<file path="src/rtl/csa_result_stage.sv">
// ---------------------------------------------------------------------------
// csa_result_stage
//
// First register boundary after the 8-bit carry-select adder. Each accepted
// adder result (sum plus carry-out, with the operands that produced it) gets
// its condition flags {C,V,N,Z}. The result is held in a 2-entry skid buffer
// and presented to the next ALU stage on a valid/ready interface.
//
// Optional feature macro: RESULT_STATS_EN
//   When defined, two saturating counters (carry_count, ovf_count) and their
//   synchronous clear input (stats_clear) are added. Buffer behaviour is the
//   same in both builds.
//
// Parameters
//   WIDTH      operand / sum width
//   CNT_WIDTH  statistics counter width (RESULT_STATS_EN only)
//
// Ports
//   clock        in   rising-edge clock
//   reset        in   synchronous, active-high reset
//   in_valid     in   adder result present on in_* this cycle
//   in_ready     out  stage can accept a result this cycle
//   in_a, in_b   in   operands as applied to the adder
//   in_sum       in   adder sum
//   in_cout      in   adder carry-out
//   out_valid    out  head entry valid
//   out_ready    in   consumer accepts head entry
//   out_sum      out  head entry sum
//   out_flags    out  head entry flags {C,V,N,Z}
//   stats_clear  in   (RESULT_STATS_EN) clear both counters
//   carry_count  out  (RESULT_STATS_EN) accepted results with C=1
//   ovf_count    out  (RESULT_STATS_EN) accepted results with V=1
//   dbg_state    out  buffer state: 0 EMPTY, 1 ONE, 2 TWO
//
// Handshake: a transfer happens on a rising edge where valid and ready are
// both high. Push = in_valid && in_ready, pop = out_valid && out_ready.
// A producer must hold in_* stable while in_valid is high and in_ready low.
// in_ready depends only on registered state (and reset), never on out_ready.
// ---------------------------------------------------------------------------
module csa_result_stage #(
  parameter int WIDTH     = 8,
  parameter int CNT_WIDTH = 16
) (
  input  logic                 clock,
  input  logic                 reset,
  input  logic                 in_valid,
  output logic                 in_ready,
  input  logic [WIDTH-1:0]     in_a,
  input  logic [WIDTH-1:0]     in_b,
  input  logic [WIDTH-1:0]     in_sum,
  input  logic                 in_cout,
  output logic                 out_valid,
  input  logic                 out_ready,
  output logic [WIDTH-1:0]     out_sum,
  output logic [3:0]           out_flags,
`ifdef RESULT_STATS_EN
  input  logic                 stats_clear,
  output logic [CNT_WIDTH-1:0] carry_count,
  output logic [CNT_WIDTH-1:0] ovf_count,
`endif
  output logic [1:0]           dbg_state
);

  typedef enum logic [1:0] {
    ST_EMPTY = 2'd0,
    ST_ONE   = 2'd1,
    ST_TWO   = 2'd2
  } state_t;

  state_t r_state;
  state_t w_next_state;

  logic             w_push;
  logic             w_pop;
  logic [3:0]       w_flags;

  logic [WIDTH-1:0] r_head_sum;
  logic [3:0]       r_head_flags;
  logic [WIDTH-1:0] r_tail_sum;
  logic [3:0]       r_tail_flags;

  // Only the operand MSBs feed the overflow flag; the low bits are
  // intentionally not used.
  logic w_unused_operand_bits;
  assign w_unused_operand_bits = ^{in_a[WIDTH-2:0], in_b[WIDTH-2:0]};

  // V only looks at MSBs, so it is correct whatever carry-in the adder used.
  assign w_flags[3] = in_cout;
  assign w_flags[2] = (in_a[WIDTH-1] == in_b[WIDTH-1]) &&
                      (in_sum[WIDTH-1] != in_a[WIDTH-1]);
  assign w_flags[1] = in_sum[WIDTH-1];
  assign w_flags[0] = (in_sum == '0);

  assign w_push = in_valid && in_ready;
  assign w_pop  = out_valid && out_ready;

  // ---------------- FSM: state register ----------------
  always_ff @(posedge clock) begin
    if (reset) begin
      r_state <= ST_EMPTY;
    end else begin
      r_state <= w_next_state;
    end
  end

  // ---------------- FSM: next-state logic ----------------
  always_comb begin
    w_next_state = r_state;
    case (r_state)
      ST_EMPTY: begin
        if (w_push) w_next_state = ST_ONE;
      end
      ST_ONE: begin
        if (w_push && !w_pop)      w_next_state = ST_TWO;
        else if (w_pop && !w_push) w_next_state = ST_EMPTY;
      end
      ST_TWO: begin
        if (w_pop) w_next_state = ST_ONE;
      end
      default: w_next_state = ST_EMPTY;
    endcase
  end

  // ---------------- FSM: outputs ----------------
  // in_ready is forced low during reset so an offer in the reset cycle is
  // never acknowledged.
  always_comb begin
    in_ready  = (r_state != ST_TWO) && !reset;
    out_valid = (r_state != ST_EMPTY);
    dbg_state = r_state;
  end

  // ---------------- Entry storage ----------------
  // The head register always drives out_*. In EMPTY it keeps its last
  // value. A push in ONE with a simultaneous pop replaces the head directly;
  // without a pop it lands in the tail. Leaving TWO moves tail to head.
  always_ff @(posedge clock) begin
    if (reset) begin
      r_head_sum   <= '0;
      r_head_flags <= 4'b0000;
      r_tail_sum   <= '0;
      r_tail_flags <= 4'b0000;
    end else begin
      case (r_state)
        ST_EMPTY: begin
          if (w_push) begin
            r_head_sum   <= in_sum;
            r_head_flags <= w_flags;
          end
        end
        ST_ONE: begin
          if (w_push && w_pop) begin
            r_head_sum   <= in_sum;
            r_head_flags <= w_flags;
          end else if (w_push) begin
            r_tail_sum   <= in_sum;
            r_tail_flags <= w_flags;
          end
        end
        ST_TWO: begin
          if (w_pop) begin
            r_head_sum   <= r_tail_sum;
            r_head_flags <= r_tail_flags;
          end
        end
        default: begin
          r_head_sum   <= r_head_sum;
          r_head_flags <= r_head_flags;
        end
      endcase
    end
  end

  assign out_sum   = r_head_sum;
  assign out_flags = r_head_flags;

`ifdef RESULT_STATS_EN
  // ---------------- Statistics counters ----------------
  // Saturate at all-ones; clear wins over a same-cycle increment.
  logic [CNT_WIDTH-1:0] r_carry_count;
  logic [CNT_WIDTH-1:0] r_ovf_count;

  always_ff @(posedge clock) begin
    if (reset || stats_clear) begin
      r_carry_count <= '0;
      r_ovf_count   <= '0;
    end else begin
      if (w_push && w_flags[3] && (r_carry_count != '1)) begin
        r_carry_count <= r_carry_count + CNT_WIDTH'(1);
      end
      if (w_push && w_flags[2] && (r_ovf_count != '1)) begin
        r_ovf_count <= r_ovf_count + CNT_WIDTH'(1);
      end
    end
  end

  assign carry_count = r_carry_count;
  assign ovf_count   = r_ovf_count;
`endif

endmodule

</file>
<file path="config.mk">
export PLATFORM = sky130hd
export DESIGN_NAME = csa_result_stage
export DESIGN_NICKNAME = d
export VERILOG_FILES = /design/src/rtl/csa_result_stage.sv
export SDC_FILE = /design/constraint.sdc
export NUM_CORES = 1
export LEC_CHECK = 0
export ABC_CLOCK_PERIOD_IN_PS = 4940
export BUFFER_PORTS_ARGS = -buffer_cell sky130_fd_sc_hd__buf_2
export CAP_MARGIN = 10
export CORE_ASPECT_RATIO = 0.75
export CORE_MARGIN = 2
export CORE_UTILIZATION = 50
export CTS_CLUSTER_SIZE = 12
export DETAILED_ROUTE_END_ITERATION = 10
export PLACE_DENSITY = 0.85
export SLEW_MARGIN = 20
export SYNTH_ARGS = -nofsm -noshare
export SYNTH_HDL_FRONTEND = slang
export SYNTH_SLANG_ARGS = --single-unit
</file>
<file path="constraint.sdc">
create_clock -name clock -period 4.94 [get_ports clock]
set_input_delay 0 -clock clock [delete_from_list [all_inputs] [get_ports clock]]
set_output_delay 0 -clock clock [all_outputs]
set_load 0.005 [all_outputs]
</file>
==> impl_metrics.env, run 1 <==
export IMPL_outcome="completed"
export IMPL_critical_path_startpoint_type="flop"
export IMPL_crit_reg2reg_launch="dbg_state[1]"
export IMPL_critPathArrivalTime_ps=2830
export IMPL_postSynthAreaPerCell_um2=7.99
export IMPL_endpoint_kind="flop"
export IMPL_slowest_stage="or3_1"
export IMPL_internal_power_uw=262
export IMPL_dr_total_vias=1191
export IMPL_path_clk_slew_ps=120
export IMPL_layout_cells_most_common="nand2_1"
export IMPL_power_frac_seq=0.593
export IMPL_synthTopCellsByArea="dfxtp_1 43%, nand2_1 14%, a311oi_1 7.1%, nor4_1 6.2%, a21oi_1 4.5%"
export IMPL_critical_path_depth=6
export IMPL_row_count=14
export IMPL_synth_largest_area_cell="dfxtp_1"
export IMPL_top_level_pins=45
export IMPL_gr_usage_all_layers=0.243
export IMPL_sum_of_routed_wire_length_over_all_layers_um=2950
export IMPL_tritoncts="done"
export IMPL_drcViolationCount=0
export IMPL_fin_total_pwr_uw=354
export IMPL_use_met3=0.0458
export IMPL_crit_path_max_incr_delay_ps=570
export IMPL_slew_headroom=0.431
export IMPL_power_share_of_the_combinational_group=0.177
export IMPL_worst_path_required_time_ps=5150
export IMPL_timing_setup_critical_path_class="flop to flop"
export IMPL_rsz_0062_raised_after_global_routing="false"
export IMPL_clockRootBuffer="clkbuf_4"
export IMPL_switching_part_of_the_total_power=0.259
export IMPL_die_area_mm2=0.00262
export IMPL_grt_busiest_layer="met2"
export IMPL_drt_first_iter_violations=48
export IMPL_timing_final_max_slew_violations=0
export IMPL_port_buffers=30
export IMPL_timing_critical_path_buf_inv=0
export IMPL_finalSetupViolCount=0
export IMPL_clk_latency_ps=300
export IMPL_layout_drive_gt1_share=0.205
export IMPL_diodes=0
export IMPL_max_clock_freq_mhz=382
export IMPL_die_height_um=44.8
export IMPL_power_per_cell_area_mw_per_mm2=260
export IMPL_setup_worst_path_end="out_flags[3]"
export IMPL_coreArea_mm2=0.00205
export IMPL_grt_overflow_total=0
export IMPL_detailedRoute_firstPassIterationCount=5
export IMPL_grt_use_met1=0.326
export IMPL_antenna_violating_nets_post_route=0
export IMPL_post_synth_instance_area_mm2=0.00111
export IMPL_place_detailed_hpwl_um=1890
export IMPL_syn_num_nets=170
export IMPL_tightestPinTransition_ps=851
export IMPL_seq_area_frac_synth=0.432
export IMPL_cts_buffers=3
export IMPL_critical_path_cell_chain="nand2b_1 -> and3_1 -> ha_1 -> and3b_1 -> or3_1 -> a311oi_1"
export IMPL_area_growth_syn_to_layout_pct=22.7
export IMPL_ctsLongestPathBuffers=2
export IMPL_leak_pwr_uw=0.000588
export IMPL_hold_class="primary input to flop"
export IMPL_skew_ps=5.48
export IMPL_setup_reg_to_reg_worst_slack_ps=2320
export IMPL_worstSetupStartpoint="dbg_state[1]"
export IMPL_wire_per_inst_um=15.1
export IMPL_routed_via_density=6.11
export IMPL_number_of_global_route_vias_before_repair=1033
export IMPL_hold_slack_ps=62.5
export IMPL_layout_cells_most_common_list="40 x nand2_1, 30 x buf_2, 24 x dfxtp_1"
export IMPL_switching_power_summed_over_all_nets_uw=91.8
export IMPL_synth_seq_cells=24
export IMPL_r2r_end="out_flags[3]"
export IMPL_grt_met2_usage=0.407
export IMPL_synth_largest_type_area_fraction=0.432
export IMPL_timing_reg2reg_worst_path_depth=6
export IMPL_synth_cell_types=29
export IMPL_period_needed_ps=2620
export IMPL_final_area_mm2=0.00136
export IMPL_grt_start_max_net_pins=25
export IMPL_setup_tns_ps=0
export IMPL_cts_htree_levels=1
export IMPL_syn_inst=139
export IMPL_fraction_of_the_core_area_covered_by_cells_at_the_end_of_the_flow=0.665
export IMPL_first_pass_grt_wire_length_um=4840
export IMPL_initial_utilization=0.542
export IMPL_maximum_fanout_along_the_worst_path=13
export IMPL_peakVddDrop_mv=0.191
export IMPL_total_nets_final=204
export IMPL_cp_top_family="simple AND/OR/NAND/NOR gates"
export IMPL_synth_yosys_warnings=0
export IMPL_dieWidth_um=58.4
export IMPL_cts_sinks=24
export IMPL_gp_congestion=0.854
export IMPL_dpl_instance_area_mm2=0.00124
export IMPL_finalHoldViolCount=0
export IMPL_cap_violations=0
export IMPL_final_min_period_over_clock_period=0.530
export IMPL_clock_network_power_share=0.230
export IMPL_antenna_found_initial=0
worst min path at each step:
stage / startpoint / to / slack (ps) / cells past startpoint
finish: in_valid / dbg_state[0] / 60 / 4
global route: in_valid / dbg_state[0] / 70 / 4
CTS: in_valid / dbg_state[0] / 60 / 4
detailed placement: in_cout / r_tail_flags[3] / 270 / 3
global placement: in_cout / r_tail_flags[3] / 260 / 3
floorplan: reset / out_flags[3] / 70 / 1
power groups by stage:
| stage | Sequential [uW] | Combinational, uW | Clock [uW] |
|---|---|---|---|
| finish | 210 | 62.5 | 81.6 |
| global route | 211 | 68.6 | 90.8 |
| CTS | 210 | 60.6 | 81.5 |
| detailed placement | 214 | 54.4 | 0 |
| global placement | 213 | 53.0 | 0 |
| floorplan | 213 | 33.7 | 0 |
metrics by stage:
step | setup WS, ps | instances
after floorplan | 2750 | 139
after global placement | 2500 | 182
after detailed placement | 2420 | 182
after CTS | 2400 | 195
after global routing | 2130 | 195
final | 2320 | 195
synth_stat cells:
library cell  count
buf_4             3
dfxtp_1          24
nand2_1          40
ha_1              2
clkbuf_1          8
nor2_1            6
nand2b_1          1
a21oi_1          10
mux2i_1           1
or3_1             1
o32ai_1           1
o41ai_1           1
or2_2             1
and3_1            1
nor3_1            1
and3b_1           4
nor2b_1           1
a311oi_1          9
o21a_1            1
o31ai_1           1
o22a_1            1
a211oi_1          2
nand3b_1          1
nor4_1           11
nor4b_1           1
nand3_1           2
inv_1             2
a31oi_1           1
buf_2             1
state kept, by name, indices dropped and copies added (netlist names):
register      cells
out_sum           7
r_tail_sum        7
out_flags         4
r_tail_flags      4
dbg_state         2
routing by layer:
layer | wire length, um | vias up
li1 | - | 564
met1 | 1200 | 537
met2 | 1350 | 82
met3 | 345 | 8
met4 | 60 | 0
met5 | 0 | -
final cells by class:
type | count | area, um^2
well taps | 24 | 30.0
multi-input cells | 101 | 566
fillers | 171 | 686
flip-flops and latches | 24 | 480
inverters | 2 | 7.51
repair buffers | 41 | 258
clock buffers | 3 | 22.5
worst min-delay path: cells and delay by family:
family / cells / cell delay, ps
AND/OR/NAND/NOR: 1 / 90
AO/OA/AOI/OAI: 1 / 110
buffers and inverters: 1 / 90
multiplexers: 1 / 60
what timing repair did:
| item | in CTS | in global routing |
|---|---|---|
| setup buffers | 0 | 0 |
| gates resized for setup | 0 | 0 |
| hold buffers | 10 | 0 |
| hold endpoints to repair | 16 | 0 |
cells by family (layout without fill, tap and decap cells):
logic type / count (synthesis) / after routing / share of synthesized area
compound gates: 27 / 27 / 0.172
fa+ha+maj: 2 / 2 / 0.0225
simple gates: 71 / 71 / 0.305
mux: 1 / 1 / 0.00901
flops: 24 / 24 / 0.432
buf+inv: 14 / 46 / 0.0586
(Power assumes the default switching activity.)
==> run 2: changes to the inputs <==
- ABC_AREA: not set -> 1
- ABC_CLOCK_PERIOD_IN_PS: 4940 -> 2100
- CORE_UTILIZATION: 50 -> 43
- PLACE_DENSITY: 0.85 -> 0.77
- clock period: 4.94 -> 2.1 ns (I/O delays scaled with it)
==> run 2 against run 1 <==
Critical path depth is 4 higher. Hold slack worse by 31 ps. Global-route usage is 8.1 points lower. Largest cell class unchanged. Critical endpoint is now out_sum[4]. Clock power grew to 4.9 times the previous value. Design area is 5.3% higher. Critical path type unchanged. Sequential share of layout area is 1.8 points lower.
==> impl_metrics.env, run 2 <==
export IMPL_post_cts_resize_count=0
export IMPL_drcViolationCount=0
export IMPL_fill_cells=262
export IMPL_final_min_period_over_clock_period=0.837
export IMPL_critPathArrivalTime_ps=1930
export IMPL_synth_compound_area_share=0.144
export IMPL_tritoncts="done"
export IMPL_critical_path_startpoint_type="flop"
export IMPL_synthTopCellsByArea="dfxtp_1 40%, nand2_1 13%, nor2_1 9.7%, o21ai_0 8.8%, inv_1 8.5%"
export IMPL_grt_overflow_total=0
export IMPL_layout_cells_most_common="nand2_1"
export IMPL_outcome="completed"
export IMPL_grt_start_max_net_pins=24
export IMPL_leak_pwr_uw=0.000751
export IMPL_timing_setup_critical_path_class="flop to flop"
export IMPL_slowest_stage="dfxtp_1"
export IMPL_worst_path_required_time_ps=2270
export IMPL_cts_buffers=3
export IMPL_finalSetupViolCount=0
export IMPL_synth_top_family_by_area="simple AND/OR/NAND/NOR gates"
export IMPL_antenna_found_initial=0
export IMPL_routed_via_density=4.32
export IMPL_cap_violations=0
export IMPL_power_per_cell_area_mw_per_mm2=766
export IMPL_row_count=16
export IMPL_synth_yosys_warnings=0
export IMPL_syn_num_nets=213
export IMPL_layout_drive_gt1_share=0.219
export IMPL_synth_seq_cells=24
export IMPL_path_clk_slew_ps=80
export IMPL_synth_common_cells="41 x nand2_1, 31 x nor2_1, 27 x inv_1"
export IMPL_cts_sinks=24
export IMPL_finalHoldViolCount=0
export IMPL_die_height_um=49.7
export IMPL_syn_inst=182
export IMPL_timing_final_max_slew_violations=0
export IMPL_dr_total_vias=1063
export IMPL_initial_utilization=0.457
export IMPL_gp_congestion=0.807
export IMPL_sum_of_routed_wire_length_over_all_layers_um=2290
export IMPL_number_of_global_route_vias_before_repair=959
export IMPL_total_nets_final=242
export IMPL_timing_final_ws_setup_ps=343
export IMPL_gr_usage_all_layers=0.162
export IMPL_seq_area_frac_synth=0.401
export IMPL_post_synth_instance_area_mm2=0.00120
export IMPL_ctsLongestPathBuffers=2
export IMPL_ys_dominant_reg_cell="dfxtp_1"
export IMPL_postSynthAreaPerCell_um2=6.59
export IMPL_fraction_of_the_core_area_covered_by_cells_at_the_end_of_the_flow=0.548
export IMPL_coreArea_mm2=0.00262
export IMPL_clockRootBuffer="clkbuf_8"
export IMPL_diodes=0
export IMPL_yosys_area_share_xor_xnor=0
export IMPL_drt_first_iter_violations=62
export IMPL_synth_largest_type_area_fraction=0.401
export IMPL_cts_htree_levels=1
export IMPL_crit_path_max_incr_delay_ps=440
export IMPL_antenna_violating_nets_post_route=0
export IMPL_top_level_pins=45
export IMPL_synth_adder_area_share=0.0209
export IMPL_post_synth_edffs=0
export IMPL_layout_cells_most_common_list="41 x nand2_1, 31 x nor2_1, 30 x buf_2"
export IMPL_async_flop_share=0
export IMPL_first_pass_grt_wire_length_um=4110
export IMPL_synth_largest_area_cell="dfxtp_1"
export IMPL_maximum_fanout_along_the_worst_path=22
export IMPL_wire_per_inst_um=9.31
export IMPL_die_area_mm2=0.00323
export IMPL_port_buffers=30
export IMPL_synth_cell_types=21
export IMPL_cp_top_family="simple AND/OR/NAND/NOR gates"
export IMPL_setup_tns_ps=0
export IMPL_endpoint_kind="flop"
export IMPL_most_common_cell_in_the_netlist="nand2_1"
export IMPL_area_growth_syn_to_layout_pct=19.8
export IMPL_timing_critical_path_buf_inv=2
export IMPL_rsz_0062_raised_after_global_routing="false"
export IMPL_max_clock_freq_mhz=569
export IMPL_slew_headroom=0.826
export IMPL_clk_latency_ps=270
export IMPL_critical_path_cell_chain="inv_2 -> nand2_4 -> nand3_2 -> inv_1 -> ha_1 -> nand2_1 -> nand2_1 -> nand3_4 -> nor2_1 -> nor2_1"
export IMPL_hold_class="primary input to flop"
export IMPL_period_needed_ps=1760
export IMPL_peakVddDrop_mv=0.487
export IMPL_dieWidth_um=65.0
export IMPL_tightestPinTransition_ps=261
export IMPL_synth_mux_area_frac=0
export IMPL_detailedPlace_worstSlack_ps=353
export IMPL_fin_total_pwr_uw=1100
export IMPL_skew_ps=4.03
export IMPL_place_detailed_hpwl_um=1610
export IMPL_detailedRoute_firstPassIterationCount=4
export IMPL_post_synth_and_or_nand_nor_area_fraction=0.295
## run 2: power by group
group | switching [uW] | internal (uW) | leakage, uW
Combinational | 114 | 80.6 | 0.000519
Clock | 144 | 255 | 0.0000357
Sequential | 17.4 | 491 | 0.000196
## run 2: final timing paths
check,startpoint,cells after the start,slack (ps),end
worst max-delay path,dbg_state[0],10,340,out_sum[4]
worst min-delay path,in_cout,3,30,r_tail_flags[3]
worst max register to register,dbg_state[0],10,340,out_sum[4]
worst min register to register,r_tail_flags[1],2,450,r_tail_flags[1]
## run 2: final cells by class
cell class	count	area, um^2	area share
Inverter	30	113	0.0784
Sequential cell	24	480	0.334
Multi-Input combinational cell	119	552	0.384
Tap cell	36	45.0	0.0314
Clock buffer	3	41.3	0.0287
Timing Repair Buffer	33	175	0.122
Clock inverter	1	30.0	0.0209
## run 2: cells by family after synthesis
group | count (synthesis)
compound gates | 34
simple gates | 83
buf+inv | 39
flops | 24
fa+ha+maj | 2
## run 2: worst register-to-register path, cell delays in order (launching register included)
cell     delay (ps)
dfxtp_1         440
inv_2            70
nand2_4         190
nand3_2         130
inv_1           100
ha_1            140
nand2_1          50
nand2_1          90
nand3_4         230
nor2_1          180
nor2_1           60
## run 2: per-stage QoR
step                      cell area [um^2]  std cells  hold WS, ps
final                                 1440        246         31.2
after global routing                  1440        246         71.7
after CTS                             1440        246         34.7
after detailed placement              1360        241          198
after global placement                1360        241          192
after floorplan                       1200        182         31.1
## run 2: what timing repair did
item                      in CTS  in global routing
hold endpoints to repair       1                  0
setup buffers                  0                  0
hold buffers                   1                  0
## run 2: layer usage
layer  share of wire  track usage
met1            0.55        0.223
met2            0.40        0.251
met3           0.051       0.0479
met4          0.0079       0.0319
met5               0            0
